File: config.mk
export PLATFORM = sky130hd
export DESIGN_NAME = servo_pwm_array
export DESIGN_NICKNAME = d
export VERILOG_FILES = /design/src/rtl/servo_pwm_array.sv
export SDC_FILE = /design/constraint.sdc
export NUM_CORES = 1
export LEC_CHECK = 0
export CAP_MARGIN = 20
export CELL_PAD_IN_SITES_DETAIL_PLACEMENT = 0
export CELL_PAD_IN_SITES_GLOBAL_PLACEMENT = 1
export CORE_UTILIZATION = 52
export DETAILED_ROUTE_END_ITERATION = 10
export PLACE_DENSITY = 0.95
export SLEW_MARGIN = 20
export SYNTH_ARGS = -nofsm -noshare
export SYNTH_HDL_FRONTEND = slang
export SYNTH_SLANG_ARGS = --single-unit
File: constraint.sdc
create_clock -name clk -period 29.9 [get_ports clk]
set_input_delay 4.485 -clock clk [delete_from_list [all_inputs] [get_ports clk]]
set_output_delay 4.485 -clock clk [all_outputs]
set_load 0.01 [all_outputs]
File: src/rtl/servo_pwm_array.sv
// N-channel servo PWM generator: shared frame counter, per-channel slew-limited
// position tracking and position-to-pulse-width mapping, updated only at frame boundaries.
module servo_pwm_array #(
  parameter int CHANNELS   = 2,
  parameter int IN_W       = 15,
  parameter int PERIOD_CYC = 1000000,
  parameter int MIN_CYC    = 50000,
  parameter int MAX_CYC    = 100000,
  parameter int SLEW       = 512
) (
  input  logic                     clk,
  input  logic                     rst,
  input  logic [CHANNELS*IN_W-1:0] target,
  input  logic                     target_valid,
  input  logic                     hold,
  input  logic [CHANNELS-1:0]      ch_enable,
  output logic [CHANNELS-1:0]      pwm,
  output logic                     frame_start,
  output logic [CHANNELS*IN_W-1:0] cur,
  output logic [CHANNELS-1:0]      settled
);

  localparam int              CW     = $clog2(PERIOD_CYC + 1);
  localparam logic [CW-1:0]   LAST   = CW'(PERIOD_CYC - 1);
  localparam logic [IN_W-1:0] CENTRE = {1'b1, {(IN_W-1){1'b0}}};
  localparam logic [IN_W-1:0] SLEW_N = IN_W'(SLEW);
  localparam logic [63:0]     SLEW_L = 64'(SLEW);
  localparam logic [63:0]     SPAN   = 64'(MAX_CYC - MIN_CYC);

  // The clamped branch is only taken when the gap exceeds SLEW, so c +/- SLEW cannot wrap.
  function automatic logic [IN_W-1:0] slew_step(input logic [IN_W-1:0] c,
                                                input logic [IN_W-1:0] t);
    logic            up;
    logic [IN_W-1:0] diff;
    up   = (t > c);
    diff = up ? (t - c) : (c - t);
    if (SLEW == 0 || 64'(diff) <= SLEW_L) return t;
    return up ? (c + SLEW_N) : (c - SLEW_N);
  endfunction

  function automatic logic [CW-1:0] map_pos(input logic [IN_W-1:0] p);
    return CW'(64'(MIN_CYC) + ((64'(p) * SPAN) >> IN_W));
  endfunction

  logic [CW-1:0]       cnt;
  logic [CW-1:0]       cnt_next;
  logic                boundary;
  logic [CHANNELS-1:0] en_lat;
  logic [CHANNELS-1:0] en_next;
  logic [IN_W-1:0]     tgt_q      [CHANNELS];
  logic [IN_W-1:0]     cur_q      [CHANNELS];
  logic [IN_W-1:0]     cur_next   [CHANNELS];
  logic [CW-1:0]       width_q    [CHANNELS];
  logic [CW-1:0]       width_next [CHANNELS];

  always_comb begin
    boundary = (cnt == LAST);
    cnt_next = boundary ? '0 : (cnt + CW'(1));
    en_next  = boundary ? ch_enable : en_lat;
    for (int i = 0; i < CHANNELS; i++) begin
      cur_next[i]   = cur_q[i];
      width_next[i] = width_q[i];
      if (boundary && !hold) begin
        cur_next[i]   = slew_step(cur_q[i], tgt_q[i]);
        width_next[i] = map_pos(cur_next[i]);
      end
    end
  end

  // pwm looks one cycle ahead so its rise lines up with frame_start at cnt==0.
  always_ff @(posedge clk) begin
    if (rst) begin
      cnt         <= '0;
      en_lat      <= '0;
      pwm         <= '0;
      frame_start <= 1'b0;
      settled     <= '1;
      for (int i = 0; i < CHANNELS; i++) begin
        tgt_q[i]   <= CENTRE;
        cur_q[i]   <= CENTRE;
        width_q[i] <= map_pos(CENTRE);
      end
    end else begin
      cnt         <= cnt_next;
      en_lat      <= en_next;
      frame_start <= boundary;
      for (int i = 0; i < CHANNELS; i++) begin
        cur_q[i]   <= cur_next[i];
        width_q[i] <= width_next[i];
        pwm[i]     <= en_next[i] && (cnt_next < width_next[i]);
        settled[i] <= (cur_q[i] == tgt_q[i]);
        if (target_valid && !hold)
          tgt_q[i] <= target[i*IN_W +: IN_W];
      end
    end
  end

  for (genvar g = 0; g < CHANNELS; g++) begin : g_cur
    assign cur[g*IN_W +: IN_W] = cur_q[g];
  end

endmodule

==> flow_metrics.env <==
export IMPL_drive_above_1_share=0.04416
export IMPL_cts_root_buf="clkbuf_16"
export IMPL_cts_buffer_depth=2
export IMPL_syn_nets=2334
export IMPL_dr_total_vias=13510
export IMPL_crit_fanout=28
export IMPL_syn_inst=1924
export IMPL_grt_pass1_vias=13470
export IMPL_ir_drop_uv=54.61
export IMPL_synth_edff_count=30
export IMPL_fin_skew_ns=0.008067
export IMPL_setup_viol=0
export IMPL_multi_input_area_sq_um=11890
export IMPL_grt_max_degree=76
export IMPL_yosys_warnings=0
export IMPL_path_class="reg -> reg"
export IMPL_ys_types=88
export IMPL_grt_overflow_total=0
export IMPL_tightest_slew_ns=1.004
export IMPL_layout_setup_ws_ns=17.93
export IMPL_dr_pass1_iters=5
export IMPL_grt_pass1_wl_um=67420
export IMPL_fin_area_sq_um=17650
export IMPL_synthFlopType="dfxtp_1"
export IMPL_synthTopCellsByArea="ha_1 (23%), dfxtp_1 (12%), fa_1 (9.5%)"
export IMPL_initial_core_util=0.5270
export IMPL_cts_resized_gates=0
export IMPL_timing_fmax_mhz=83.56
export IMPL_synthTopCellsByCount="ha_1 (298), inv_1 (290), nor2_1 (142)"
export IMPL_period_minus_slack_ns=11.97
export IMPL_hold_buffers=0
export IMPL_wl_per_cell_um=17.30
export IMPL_die_y_um=177.8
export IMPL_synth_top_area_cell="ha_1"
export IMPL_fillers=2749
export IMPL_cts_tree="built"
export IMPL_required_ns=30.25
export IMPL_power_w=0.001339
export IMPL_htreeDepth=4
export IMPL_post_synth_top_count_cell="ha_1"
export IMPL_gp_congestion=0.9148
export IMPL_grt_antenna_before_repair=0
export IMPL_cp_start_kind="register"
export IMPL_arrival_ns=12.32
export IMPL_port_buffers=70
export IMPL_dpl_cell_area_sq_um=17070
export IMPL_grt_usage=0.2697
export IMPL_post_cts_buffers=0
export IMPL_rsz0062_at_grt="false"
export IMPL_core_sq_um=30510
export IMPL_slew_viol_final=0
export IMPL_min_path_cells=2
export IMPL_place_ws_ns=18.14
export IMPL_drc_errors=0
export IMPL_hold_class="reg -> reg"
export IMPL_critPathMaxStageDelay_ns=0.97
export IMPL_clock_latency_ns=0.43
export IMPL_async_flop_share=0
export IMPL_yosysTopAreaCellShare=0.2319
export IMPL_register_area_sq_um=2843
export IMPL_slowest_stage="o21ai_0"
export IMPL_cts_made_buffers=17
export IMPL_cellPowerDensity_nw_per_um2=75.87
export IMPL_cts_sinks=127
export IMPL_hold_viol_final=0
export IMPL_hold_slack_ns=0.4451
export IMPL_status="complete, no violations"
export IMPL_postSynthAreaPerCell_sq_um=8.357
export IMPL_first_iter_violations=1048
export IMPL_path_common_cell="inv_1"
export IMPL_drt_antenna_violating_nets=0
export IMPL_cts_reportedPaths_clkPinSlew_ns=0.06
export IMPL_chipWidth_um=177.8
export IMPL_netlist_area_sq_um=16080
export IMPL_io_pins=71
export IMPL_hpwl_um=33350
export IMPL_slew_headroom=0.3285
export IMPL_power_leakage_nw=8.669
export IMPL_reg2reg_depth=43
export IMPL_drv_cap=0
export IMPL_period_share=0.4003
export IMPL_die_area_sq_um=31630
export IMPL_totalWireLength_um=40940
export IMPL_areaGrowthSynthToFinish_pct=9.790
export IMPL_fin_nets=2367
export IMPL_ys_seq_elements=127
export IMPL_via_per_inst=5.706
export IMPL_synth_yosys_seq_area_share=0.1768
export IMPL_setup_tns_ns=0
export IMPL_num_rows=64
export IMPL_endpoint_kind="register"
registers in the layout, summed over array words and instances (netlist names):
| name | cells |
|---|---|
| settled | 2 |
| tgt_q | 30 |
| en_lat | 2 |
| width_q | 40 |
| cur_q | 30 |
| cnt | 20 |
| pwm | 2 |
| frame_start | 1 |
power by group:
| part | switching (W) | internal, W |
|---|---|---|
| Combinational | 0.000580 | 0.000371 |
| Sequential | 0.00000291 | 0.000180 |
| Clock | 0.0000837 | 0.000121 |
| Total | 0.000667 | 0.000672 |
through the flow:
step / instances / util
after CTS: 2366 / 0.5783
after floorplan: 1924 / -
after global placement: 2334 / 0.5595
final: 2367 / 0.5786
after global routing: 2366 / 0.5785
after detailed placement: 2334 / 0.5595
cell families (layout without fill, tap and decap cells):
| logic type | Yosys count | after routing | synth area share |
|---|---|---|---|
| AO/OA/AOI/OAI | 439 | 439 | 0.1833 |
| buffers and inverters | 355 | 401 | 0.08451 |
| other | 0 | 1 | 0 |
| AND/OR/NAND/NOR | 510 | 510 | 0.1618 |
| flip-flops | 127 | 127 | 0.1768 |
| XOR/XNOR | 96 | 96 | 0.05276 |
| multiplexers | 23 | 23 | 0.01432 |
| adder cells (fa/ha/maj) | 374 | 374 | 0.3265 |
worst paths after layout:
| path | from | to | slack, ns |
|---|---|---|---|
| worst max-delay path | cur_q[0][24] | pwm[1] | 17.93 |
| worst min-delay path | width_q[0][37] | width_q[0][37] | 0.45 |
| worst max register to register | cur_q[0][24] | pwm[1] | 17.93 |
| worst min register to register | width_q[0][37] | width_q[0][37] | 0.45 |
area by class of cell:
cell class | count | area share
Antenna cell | 1 | 0.0001418
Inverter | 291 | 0.06188
Clock buffer | 19 | 0.02630
Clock inverter | 13 | 0.006167
Timing Repair Buffer | 78 | 0.04281
Sequential cell | 127 | 0.1610
Tap cell | 396 | 0.02807
Multi-Input combinational cell | 1442 | 0.6736
layer usage:
metal / up-vias / track usage / wire length (um)
met5: - / 0 / 0
met3: 87 / 0.03406 / 1625
li1: 6720 / - / -
met2: 317 / 0.4425 / 18860
met1: 6383 / 0.3571 / 19100
met4: 0 / 0.1097 / 1356
layout by cell type (no fill, tap or decap), types with 17 or more instances in the layout:
master,n
a21o_1,47
and2_1,52
clkbuf_16,18
fa_1,76
o21ai_0,66
and3_1,19
nor3_1,27
nand3_1,35
a21oi_1,129
a211oi_1,42
nor2_1,141
nand2_1,118
ha_1,298
dfxtp_1,97
inv_1,290
clkdlybuf4s50_1,69
a31oi_1,21
mux2i_1,23
nand4_1,22
o211ai_1,17
edfxtp_1,30
xnor2_1,61
xor2_1,34
critical path, delay by kind of cell (launching register included):
| family | cells | cell delay (ns) |
|---|---|---|
| simple gates | 13 | 3.71 |
| fa+ha+maj | 8 | 3.35 |
| compound gates | 11 | 2.94 |
| buf+inv | 8 | 0.71 |
| xor+xnor | 2 | 0.54 |
| flops | 1 | 0.41 |
| mux | 1 | 0.20 |
No activity file was read; power rests on OpenSTA's default activity.
